`config.mk`:
```
export PLATFORM = sky130hd
export DESIGN_NAME = seq_divider
export DESIGN_NICKNAME = d
export VERILOG_FILES = /design/src/rtl/seq_divider.sv
export SDC_FILE = /design/constraint.sdc
export NUM_CORES = 1
export LEC_CHECK = 0
export CORE_ASPECT_RATIO = 0.8
export CORE_UTILIZATION = 40
export CTS_BUF_LIST = sky130_fd_sc_hd__clkbuf_8
export CTS_CLUSTER_DIAMETER = 60
export DETAILED_ROUTE_END_ITERATION = 12
export PLACE_DENSITY_LB_ADDON = 0.05
export SLEW_MARGIN = 10
export SYNTH_ARGS = -nofsm -noshare
export SYNTH_HDL_FRONTEND = slang
export SYNTH_SLANG_ARGS = --single-unit
export TNS_END_PERCENT = 1
```
`constraint.sdc`:
```
create_clock -name clock -period 18.63 [get_ports clock]
set_input_delay 3.726 -clock clock [delete_from_list [all_inputs] [get_ports clock]]
set_output_delay 3.726 -clock clock [all_outputs]
set_load 0.03 [all_outputs]
```
`src/rtl/seq_divider.sv`:
```
// ============================================================================
// Module   : seq_divider
// Purpose  : Multicycle signed restoring divider, one quotient bit per clock.
// Revision : 1.0 - initial release
// ============================================================================
`default_nettype none

module seq_divider #(
    parameter int WIDTH = 32
) (
    input  logic             clock,
    input  logic             reset,
    input  logic             start,
    input  logic [WIDTH-1:0] dividend,
    input  logic [WIDTH-1:0] divisor,
    output logic [WIDTH-1:0] quotient,
    output logic [WIDTH-1:0] remainder,
    output logic             busy,
    output logic             ready,
    output logic             div_by_zero
);

    localparam int             CW     = $clog2(WIDTH);
    localparam logic [CW-1:0]  c_last = CW'(WIDTH - 1);
    localparam logic [WIDTH-1:0] c_one = {{(WIDTH-1){1'b0}}, 1'b1};

    typedef enum logic [1:0] {
        IDLE = 2'd0,
        RUN  = 2'd1,
        FIX  = 2'd2
    } state_t;

    state_t           r_state;
    state_t           w_next;
    logic [CW-1:0]    r_cnt;
    logic [WIDTH-1:0] r_quo;
    logic [WIDTH-1:0] r_rem;
    logic [WIDTH-1:0] r_dvsr;
    logic             r_neg_q;
    logic             r_neg_r;

    logic [WIDTH-1:0] w_dvd_mag;
    logic [WIDTH-1:0] w_dvs_mag;
    logic [WIDTH:0]   w_shift;
    logic [WIDTH:0]   w_dvsr_n;
    logic [WIDTH:0]   w_trial;
    logic             w_start_ok;

    assign w_dvd_mag  = dividend[WIDTH-1] ? (~dividend + c_one) : dividend;
    assign w_dvs_mag  = divisor[WIDTH-1]  ? (~divisor  + c_one) : divisor;
    assign w_start_ok = start && (divisor != '0);
    assign busy       = (r_state != IDLE);

    // The kept remainder is always below the divisor, so its bit WIDTH is
    // always zero and is not stored; the WIDTH+1-bit view exists only here.
    assign w_shift  = {r_rem, r_quo[WIDTH-1]};
    assign w_dvsr_n = ~{1'b0, r_dvsr};

    always_comb begin : p_ripple_sub
        logic carry;
        carry   = 1'b1;
        w_trial = '0;
        for (int i = 0; i <= WIDTH; i++) begin
            w_trial[i] = w_shift[i] ^ w_dvsr_n[i] ^ carry;
            carry      = (w_shift[i] & w_dvsr_n[i]) | (carry & (w_shift[i] ^ w_dvsr_n[i]));
        end
    end

    always_ff @(posedge clock) begin
        if (reset) begin
            r_state <= IDLE;
        end else begin
            r_state <= w_next;
        end
    end

    always_comb begin
        w_next = r_state;
        case (r_state)
            IDLE:    if (w_start_ok) w_next = RUN;
            RUN:     if (r_cnt == c_last) w_next = FIX;
            FIX:     w_next = IDLE;
            default: w_next = IDLE;
        endcase
    end

    always_ff @(posedge clock) begin
        if (reset) begin
            r_cnt       <= '0;
            r_quo       <= '0;
            r_rem       <= '0;
            r_dvsr      <= '0;
            r_neg_q     <= 1'b0;
            r_neg_r     <= 1'b0;
            quotient    <= '0;
            remainder   <= '0;
            ready       <= 1'b0;
            div_by_zero <= 1'b0;
        end else begin
            ready <= 1'b0;
            case (r_state)
                IDLE: begin
                    if (start) begin
                        if (divisor == '0) begin
                            quotient    <= '0;
                            remainder   <= '0;
                            div_by_zero <= 1'b1;
                            ready       <= 1'b1;
                        end else begin
                            r_neg_q     <= dividend[WIDTH-1] ^ divisor[WIDTH-1];
                            r_neg_r     <= dividend[WIDTH-1];
                            r_quo       <= w_dvd_mag;
                            r_dvsr      <= w_dvs_mag;
                            r_rem       <= '0;
                            r_cnt       <= '0;
                            div_by_zero <= 1'b0;
                        end
                    end
                end
                RUN: begin
                    // A clear trial sign bit means the subtraction fits.
                    r_rem <= w_trial[WIDTH] ? w_shift[WIDTH-1:0] : w_trial[WIDTH-1:0];
                    r_quo <= {r_quo[WIDTH-2:0], ~w_trial[WIDTH]};
                    r_cnt <= r_cnt + 1'b1;
                end
                FIX: begin
                    quotient  <= r_neg_q ? (~r_quo + c_one) : r_quo;
                    remainder <= r_neg_r ? (~r_rem + c_one) : r_rem;
                    ready     <= 1'b1;
                end
                default: ;
            endcase
        end
    end

endmodule

`default_nettype wire

```
==> flow_metrics.env, run 1 <==
export IMPL_power_frac_clock_pct=25.5
export IMPL_numCtsBuffers=17
export IMPL_critPathLaunchType="flop"
export IMPL_min_path_type="reg -> reg"
export IMPL_timing_final_setup_violations=0
export IMPL_crit_top_cell="fa_1"
export IMPL_nNetsFinal=1401
export IMPL_die_area_um2=25300
export IMPL_swShare_pct=39.3
export IMPL_num_vias=8934
export IMPL_num_io_pins=134
export IMPL_die_w_um=177
export IMPL_routed_wl_um=28500
export IMPL_synth_edf_count=0
export IMPL_finalMaxSlewViolations=0
export IMPL_antenna_found_initial=0
export IMPL_tightest_slew_ns=1.09
export IMPL_root_buffer="clkbuf_8"
export IMPL_power_internal_uw=656
export IMPL_slew_headroom_pct=27.1
export IMPL_synth_area_per_cell_um2=8.09
export IMPL_synth_area_leaders="dfxtp_1 35%, xor2_1 8.7%, nand2_1 6.4%"
export IMPL_die_y_um=142
export IMPL_synth_seq_cells=171
export IMPL_diodes=0
export IMPL_area_growth_pct=19.3
export IMPL_async_reset_ff_share_pct=0
export IMPL_grt_ovfl_total=0
export IMPL_yosysSeqAreaShare_pct=34.8
export IMPL_cts_resized=0
export IMPL_outcome="complete, no violations"
export IMPL_dr_pass1_iters=5
export IMPL_timing_fmax_mhz=72.9
export IMPL_ir_drop_v=0.0000549
export IMPL_cts_buffer_depth=2
export IMPL_powerDensity_nw_per_um2=92.0
export IMPL_fp_row_count=50
export IMPL_grt_pass1_vias=7965
export IMPL_syn_area_um2=9850
export IMPL_ys_types=58
export IMPL_h_tree_depth=4
export IMPL_cts_tree="yes"
export IMPL_dpl_hpwl_um=20700
export IMPL_finalPower_uw=1080
export IMPL_grt_usage_pct=23.1
export IMPL_final_util_pct=49.4
export IMPL_min_period_over_period_pct=73.6
export IMPL_cts_setup_buffers=0
export IMPL_dr_first_iter_drc_count=757
export IMPL_layout_commonest_cell="dfxtp_1"
export IMPL_combPwrFrac_pct=34.2
export IMPL_pwr_share_seq_pct=40.3
export IMPL_slowest_stage="fa_1"
export IMPL_mostFrequentLayoutCells="171 x dfxtp_1, 169 x nand2_1, 132 x clkdlybuf4s50_1"
export IMPL_synthFlopType="dfxtp_1"
export IMPL_placed_area_um2=11300
export IMPL_clock_latency_ns=0.47
export IMPL_ctsHoldBuffers=0
export IMPL_maxCapViolCount=0
export IMPL_synth_top_cell_area_share_pct=34.8
export IMPL_wl_per_cell_um=17.6
export IMPL_postRouteAntennaNets=0
export IMPL_cts_sinks=171
export IMPL_setup_tns_ns=0
export IMPL_finalWeightedCongestion=0.852
export IMPL_period_needed_ns=13.72
export IMPL_vias_per_cell=5.51
export IMPL_rsz0062_at_grt="no"
export IMPL_max_stage_delay_ns=0.41
export IMPL_core_area_um2=23800
export IMPL_drive_gt1_share_pct=4.97
export IMPL_p_leak_uw=0.00412
export IMPL_p_switching_uw=425
export IMPL_critPathCaptureType="flop"
export IMPL_finalClockSkew_ns=0.0192
export IMPL_clkTransAtPathRegs_ns=0.09
export IMPL_critPathTopFamily="adder cells"
export IMPL_finalHoldWorstSlack_ns=0.456
export IMPL_grt_pass1_wl_um=45600
export IMPL_synth_top_cell_by_area="dfxtp_1"
export IMPL_grt_max_degree=82
export IMPL_fin_area_um2=11700
export IMPL_yosys_warnings=0
export IMPL_synth_fp_nets=1322
export IMPL_synth_cells=1217
export IMPL_critical_path_required_ns=19.02
export IMPL_path_class="reg -> reg"
export IMPL_drc=0
export IMPL_portBuffers=133
export IMPL_hold_violations=0
export IMPL_cp_arrival_ns=14.11
export IMPL_initial_core_util_pct=41.4
export IMPL_path_buf_inv=4
export IMPL_path_max_fanout=35
path summary, 6_finish.rpt:
path                      from            to  slack (ns)  cells after the start
setup / recovery     r_quo[31]      r_rem[0]        4.91                     41
hold / removal    remainder[2]  remainder[2]        0.46                      2
setup reg to reg     r_quo[31]      r_rem[0]        4.91                     41
hold reg to reg   remainder[2]  remainder[2]        0.46                      2
layer usage:
metal	share of wire, %	routed length (um)	global-route usage [%]
met2	35	9900	27.5
met4	0.54	153	3.82
met5	0	0	0
met3	6.5	1850	3.63
met1	58	16600	40.7
kinds of logic (layout without fill, tap and decap cells):
family                   Yosys count  after routing  share of synthesized area (%)
AO/OA/AOI/OAI                    369            369                           23.8
XOR/XNOR                         115            115                           10.2
adder cells (fa/ha/maj)           38             38                           7.19
buffers and inverters            134            225                           5.30
flip-flops                       171            171                           34.8
multiplexers                       6              6                          0.610
AND/OR/NAND/NOR                  384            384                           18.2
flip-flops by register name, summed over array words and instances (netlist names):
signal       cells
remainder       32
div_by_zero      1
r_neg_q          1
quotient        32
r_dvsr          32
r_state          2
ready            1
r_neg_r          1
r_cnt            5
r_quo           32
r_rem           32
worst min-delay path: stages, from the launching register on:
cell,delay (ns)
dfxtp_1,0.33
nand2_1,0.04
o21ai_0,0.05
synth_stat cells (all sizes together), types with 2 or more instances:
library cell    n
nor2b           4
fa             31
a22oi           2
or3            13
nand3b          2
nor2           77
inv            47
xor2           98
a32oi           3
clkbuf         80
nand4          14
mux2i           6
a41oi           2
nand2         169
nand2b          7
o41a            3
o21ai         111
or4            13
a221oi          3
o31ai          40
o221ai          3
or2             8
a222oi          3
nor3b           5
nor4           22
nand3          15
a211oi         44
buf             7
nor3           21
o41ai          28
and3           10
o211ai          3
a31oi           2
a221o           6
ha              7
xnor2          17
dfxtp         171
a21oi         106
per-stage QoR:
step	setup slack, ns	instances
after floorplan	5.48	1217
after global placement	5.14	1589
after detailed placement	4.97	1589
after CTS	4.92	1620
after global routing	4.34	1620
final	4.91	1620
power by group through the flow:
| stage | logic [uW] | clock network [uW] | registers, uW |
|---|---|---|---|
| 2_1_floorplan | 276 | 0 | 422 |
| 3_3_place_gp | 367 | 0 | 442 |
| 3_5_place_dp | 370 | 0 | 443 |
| 4_1_cts | 371 | 281 | 434 |
| 5_1_grt | 420 | 299 | 441 |
| 6_report | 370 | 275 | 436 |
area by class of cell:
class,count,area [um^2]
repair buffers,147,1430
fillers,2416,12000
inverters,47,176
multi-input cells,912,5920
clock buffers,18,248
clock inverters,13,155
well taps,312,390
flip-flops and latches,171,3420
No activity file was read; power rests on OpenSTA's default activity.
==> run 2: changes to the inputs <==
==> constraint.sdc (replaced) <==
create_clock -name clock -period 11.8 [get_ports clock]
set_input_delay 2.36 -clock clock [delete_from_list [all_inputs] [get_ports clock]]
set_output_delay 2.36 -clock clock [all_outputs]
set_load 0.03 [all_outputs]
==> run 2 against run 1 <==
  * The run now ends with negative setup slack left
  * Utilization rose by 1.1 points
  * Routed wire length is 1.5% higher
  * Register-to-register slack lost 5.2 ns
  * Fmax is 13% higher
  * Via count increased by 0.68%
  * Global-route usage increased by 0.64 points
  * Worst hold slack improved by 0.0031 ns
  * Largest cell class unchanged
==> flow_metrics.env, run 2 (synthesis gave the netlist of run 1 again) <==
export IMPL_outcome="finished, violations left"
export IMPL_violations="negative setup slack"
export IMPL_final_util_pct=50.6
export IMPL_pwr_share_seq_pct=37.6
export IMPL_critPathLaunchType="flop"
export IMPL_finalClockSkew_ns=0.0203
export IMPL_routed_wl_um=28900
export IMPL_layout_commonest_cell="dfxtp_1"
export IMPL_regArea_um2=3420
export IMPL_die_area_um2=25300
export IMPL_root_buffer="clkbuf_8"
export IMPL_path_max_fanout=30
export IMPL_min_period_over_period_pct=103
export IMPL_antenna_found_initial=0
export IMPL_critPathCaptureType="flop"
export IMPL_hold_violations=0
export IMPL_grt_usage_pct=23.7
export IMPL_rsz0062_at_grt="yes"
export IMPL_tightest_slew_ns=1.10
export IMPL_min_path_type="reg -> reg"
export IMPL_ctsHoldBuffers=0
export IMPL_period_needed_ns=12.11
export IMPL_power_frac_clock_pct=26.0
export IMPL_grt_pass1_wl_um=46900
export IMPL_path_class="reg -> reg"
export IMPL_nNetsFinal=1411
export IMPL_grt_ovfl_total=0
export IMPL_cp_arrival_ns=12.51
export IMPL_dr_pass1_iters=5
export IMPL_nFillCells=2378
export IMPL_area_growth_pct=22.0
export IMPL_slowest_stage="fa_2"
export IMPL_cts_tree="yes"
export IMPL_finalWeightedCongestion=0.850
export IMPL_p_switching_uw=694
export IMPL_die_y_um=142
export IMPL_slew_headroom_pct=26.0
export IMPL_drive_gt1_share_pct=8.57
export IMPL_met1_length_um=16600
export IMPL_wl_per_cell_um=17.7
export IMPL_h_tree_depth=4
export IMPL_num_vias=8995
export IMPL_clock_latency_ns=0.48
export IMPL_combPwrFrac_pct=36.4
export IMPL_drc=0
export IMPL_diodes=0
export IMPL_clkTransAtPathRegs_ns=0.09
export IMPL_grt_pass1_vias=8261
export IMPL_met3_length_um=2070
export IMPL_power_internal_uw=1140
export IMPL_mostFrequentLayoutCells="170 x dfxtp_1, 168 x nand2_1, 132 x clkdlybuf4s50_1"
export IMPL_num_io_pins=134
export IMPL_ir_drop_v=0.0000782
export IMPL_maxCapViolCount=0
export IMPL_finalPower_uw=1830
export IMPL_swShare_pct=37.8
export IMPL_powerDensity_nw_per_um2=153
export IMPL_dr_first_iter_drc_count=726
export IMPL_timing_fmax_mhz=82.5
export IMPL_die_w_um=177
export IMPL_critical_path_required_ns=12.19
export IMPL_wl_met2_um=10100
export IMPL_grt_max_degree=87
export IMPL_cts_sinks=171
export IMPL_finalMaxSlewViolations=0
export IMPL_cts_buffer_depth=2
export IMPL_vias_per_cell=5.52
export IMPL_p_leak_uw=0.00419
export IMPL_postRouteAntennaNets=0
export IMPL_fp_row_count=50
export IMPL_max_stage_delay_ns=0.36
export IMPL_timing_final_setup_violations=33
export IMPL_numCtsBuffers=17
export IMPL_initial_core_util_pct=41.4
export IMPL_crit_top_cell="fa_2"
export IMPL_multi_input_comb_area_um2=6030
export IMPL_core_area_um2=23800
export IMPL_portBuffers=133
export IMPL_dpl_hpwl_um=20700
export IMPL_setup_slack_ns=-0.315
export IMPL_routed_top_layer="met4"
-- run 2: power groups by stage --
stage                     combinational (uW)  clock, uW  sequential (uW)
after floorplan                          485          0              669
final                                    668        476              690
after CTS                                659        490              687
after global routing                     755        512              697
after detailed placement                 650          0              701
after global placement                   648          0              699
-- run 2: final timing paths --
path                   to  depth (start not counted)         start  slack [ns]
max             r_rem[12]                         41     r_quo[31]       -0.31
min          remainder[5]                          2  remainder[5]        0.46
max reg2reg     r_rem[12]                         41     r_quo[31]       -0.31
min reg2reg  remainder[5]                          2  remainder[5]        0.46
-- run 2: per-layer routing --
metal,GRT usage (%),vias up
li1,-,4519
met1,40.7,4152
met2,28.9,313
met3,3.93,11
met4,5.40,0
met5,0,-
-- run 2: area by class of cell --
| type | count | share of cell area [%] |
|---|---|---|
| Clock buffer | 18 | 2.06 |
| Timing Repair Buffer | 157 | 12.9 |
| Tap cell | 312 | 3.25 |
| Multi-Input combinational cell | 912 | 50.2 |
| Inverter | 47 | 1.47 |
| Sequential cell | 171 | 28.5 |
| Clock inverter | 13 | 1.67 |
-- run 2: stage by stage --
| stage | TNS, ns | worst slack, ns | hold WS, ns | cells | cell area [um^2] |
|---|---|---|---|---|---|
| floorplan | -2.99 | -0.0943 | 0.450 | 1217 | 9990 |
| global placement | -10.71 | -0.361 | 0.435 | 1598 | 11500 |
| detailed placement | -12.09 | -0.407 | 0.441 | 1598 | 11500 |
| CTS | -9.28 | -0.314 | 0.468 | 1629 | 12000 |
| global route | -21.43 | -0.687 | 0.484 | 1630 | 12000 |
| finish | -9.06 | -0.315 | 0.459 | 1630 | 12000 |
-- run 2: what timing repair did --
| item | in CTS | in global routing |
|---|---|---|
| setup endpoints to repair | 33 | 33 |
| gates resized for setup | 8 | 1 |
| pin swaps | 30 | 4 |
| setup buffers | 0 | 1 |
| gates cloned | 0 | 0 |
-- run 2: critical path, delay by kind of cell, from the launching register on --
kind	cells	cell delay, ns
buf+inv	4	0.37
compound gates	2	0.23
flops	1	0.33
simple gates	2	0.16
xor+xnor	1	0.20
fa+ha+maj	32	10.74
==> run 3: changes to the inputs <==
--- a/config.mk
+++ b/config.mk
@@ -10,6 +10,8 @@
 export CTS_BUF_LIST = sky130_fd_sc_hd__clkbuf_8
 export CTS_CLUSTER_DIAMETER = 60
 export DETAILED_ROUTE_END_ITERATION = 12
+export GPL_TIMING_DRIVEN = 0
+export HOLD_SLACK_MARGIN = 0.05
 export PLACE_DENSITY_LB_ADDON = 0.05
 export SLEW_MARGIN = 10
 export SYNTH_ARGS = -nofsm -noshare
==> run 3 against run 2 <==
  * The flow still finishes with violations (negative setup slack)
  * Clock power down 9.9%
  * Routed wire length up 7.4%
  * Sequential share of layout area down 0.60 points
  * Clock skew up 0.0025 ns
  * Power up 3.1%
  * Final cell count up 4.4%
  * First-iteration DRC count up 5.0%
  * Utilization up 1.1 points
  * Via count up 4.9%
==> flow_metrics.env, run 3 (synthesis gave the netlist of run 1 again) <==
export IMPL_path_class="reg -> reg"
export IMPL_hold_depth=2
export IMPL_p_leak_uw=0.00424
export IMPL_swShare_pct=39.4
export IMPL_period_needed_ns=12.31
export IMPL_drc=0
export IMPL_dr_pass1_iters=5
export IMPL_power_frac_clock_pct=22.7
export IMPL_combPwrFrac_pct=41.3
export IMPL_path_buf_inv=5
export IMPL_setup_slack_ns=-0.506
export IMPL_cts_tree="yes"
export IMPL_routed_wl_um=31100
export IMPL_dr_first_iter_drc_count=762
export IMPL_path_max_fanout=5
export IMPL_fin_area_um2=12300
export IMPL_finalMaxSlewViolations=0
export IMPL_postRouteAntennaNets=0
export IMPL_die_area_um2=25300
export IMPL_wl_per_cell_um=18.3
export IMPL_cp_depth=42
export IMPL_slowest_stage="fa_1"
export IMPL_timing_fmax_mhz=81.3
export IMPL_cp_arrival_ns=12.69
export IMPL_maxCapViolCount=0
export IMPL_cts_buffer_depth=2
export IMPL_placed_area_um2=11700
export IMPL_top_usage_layer="met1"
export IMPL_num_io_pins=134
export IMPL_die_y_um=142
export IMPL_dpl_hpwl_um=24100
export IMPL_clkTransAtPathRegs_ns=0.10
export IMPL_hold_violations=0
export IMPL_area_growth_pct=24.7
export IMPL_max_stage_delay_ns=0.37
export IMPL_timing_rr_end="r_rem[29]"
export IMPL_crit_top_cell="fa_2"
export IMPL_rrSetupSlack_ns=-0.51
export IMPL_ctsHoldBuffers=0
export IMPL_critPathLaunchType="flop"
export IMPL_place_ws_ns=-0.542
export IMPL_die_w_um=177
export IMPL_min_path_type="reg -> reg"
export IMPL_cts_sinks=171
export IMPL_worstRegToRegCells=42
export IMPL_powerDensity_nw_per_um2=154
export IMPL_clock_latency_ns=0.47
export IMPL_initial_core_util_pct=41.4
export IMPL_hold_start="remainder[13]"
export IMPL_grt_usage_pct=25.5
export IMPL_vias_per_cell=5.55
export IMPL_portBuffers=130
export IMPL_grt_pass1_wl_um=49800
export IMPL_nFillCells=2373
export IMPL_grt_ovfl_total=0
export IMPL_critical_path_required_ns=12.19
export IMPL_outcome="finished, violations left"
export IMPL_slew_headroom_pct=24.0
export IMPL_violations="negative setup slack"
export IMPL_numCtsBuffers=17
export IMPL_finalClockSkew_ns=0.0229
export IMPL_grt_max_degree=18
export IMPL_p_switching_uw=745
export IMPL_timing_final_setup_violations=33
export IMPL_hold_path_end="remainder[13]"
export IMPL_grt_use_met1_pct=41.9
export IMPL_power_internal_uw=1150
export IMPL_setup_tns_ns=-15.73
export IMPL_num_vias=9435
export IMPL_critPathTopFamily="adder cells"
export IMPL_min_period_over_period_pct=104
export IMPL_rr_startpoint="r_quo[31]"
export IMPL_pwr_share_seq_pct=36.0
export IMPL_fp_row_count=50
export IMPL_ir_drop_v=0.0000848
export IMPL_h_tree_depth=4
export IMPL_grt_use_met3_pct=4.54
export IMPL_layout_commonest_cell="dfxtp_1"
export IMPL_mostFrequentLayoutCells="170 x dfxtp_1, 169 x nand2_1, 130 x clkdlybuf4s50_1"
export IMPL_grt_pass1_vias=8790
export IMPL_core_area_um2=23800
export IMPL_finalWeightedCongestion=0.915
export IMPL_antenna_found_initial=0
export IMPL_critPathCaptureType="flop"
export IMPL_root_buffer="clkbuf_8"
export IMPL_nNetsFinal=1481
export IMPL_drive_gt1_share_pct=7.63
export IMPL_rsz0062_at_grt="yes"
export IMPL_tightest_slew_ns=1.13
export IMPL_diodes=0
export IMPL_use_met2_pct=33.3
==> run 3: changes by cell type in the layout (fill, tap and decap cells not counted), sizes merged <==
cell / before / now
buf: 25 / 21
bufinv: 4 / 1
clkbuf: 18 / 93
clkdlybuf4s50: 132 / 130
clkinv: 1 / 3
clkinvlp: 0 / 2
xnor2: 17 / 18
==> run 3: timing repair <==
| action | 4_1_cts | 5_1_grt |
|---|---|---|
| cloned | 6 | 0 |
| buffers inserted | 3 | 1 |
| resized for setup | 11 | 16 |
| pin swaps | 2 | 1 |
| setup endpoints to repair | 33 | 33 |
==> run 3: stage by stage <==
stage	instances	hold WS (ns)	util, %	power [uW]
6_report	1701	0.458	51.6	1890
3_5_place_dp	1659	0.443	49.1	1340
2_1_floorplan	1217	0.450	-	1150
4_1_cts	1700	0.467	51.4	1860
5_1_grt	1701	0.484	51.6	2030
3_3_place_gp	1659	0.434	49.1	1340
==> run 3: area by class of cell <==
cell class	count	area (um^2)	area share (%)
clock buffer	18	248	2.02
inverter	47	176	1.44
timing repair buffer	139	1410	11.5
buffer	87	413	3.36
multi-input combinational	913	6060	49.4
sequential	171	3420	27.9
tap	312	390	3.18
clock inverter	14	153	1.24
==> run 3: worst max-delay path by stage <==
stage	slack [ns]	endpoint	start
final	-0.51	r_rem[29]	r_quo[31]
after global routing	-0.91	r_rem[17]	r_quo[31]
after CTS	-0.49	r_rem[21]	r_quo[31]
after detailed placement	-0.54	r_rem[2]	r_quo[31]
after global placement	-0.56	r_rem[15]	r_quo[31]
after floorplan	-0.09	r_rem[19]	r_quo[31]
==> run 3: layer usage <==
| layer | share of wire, % | vias up |
|---|---|---|
| li1 | - | 4671 |
| met1 | 54 | 4379 |
| met2 | 37 | 361 |
| met3 | 7.8 | 24 |
| met4 | 1.1 | 0 |
| met5 | 0 | - |
==> run 3: tightest hold or removal path, delay by kind of cell, from the launching register on <==
family / cells / cell delay (ns)
DFF: 1 / 0.34
AOI/OAI and AO/OA: 1 / 0.05
and+or+nand+nor: 1 / 0.04
==> run 3: power by group through the flow <==
stage	Clock [uW]	Sequential, uW	Combinational, uW
2_1_floorplan	0	669	485
3_5_place_dp	0	691	649
4_1_cts	437	679	739
6_report	429	681	780
5_1_grt	462	688	876
3_3_place_gp	0	690	645
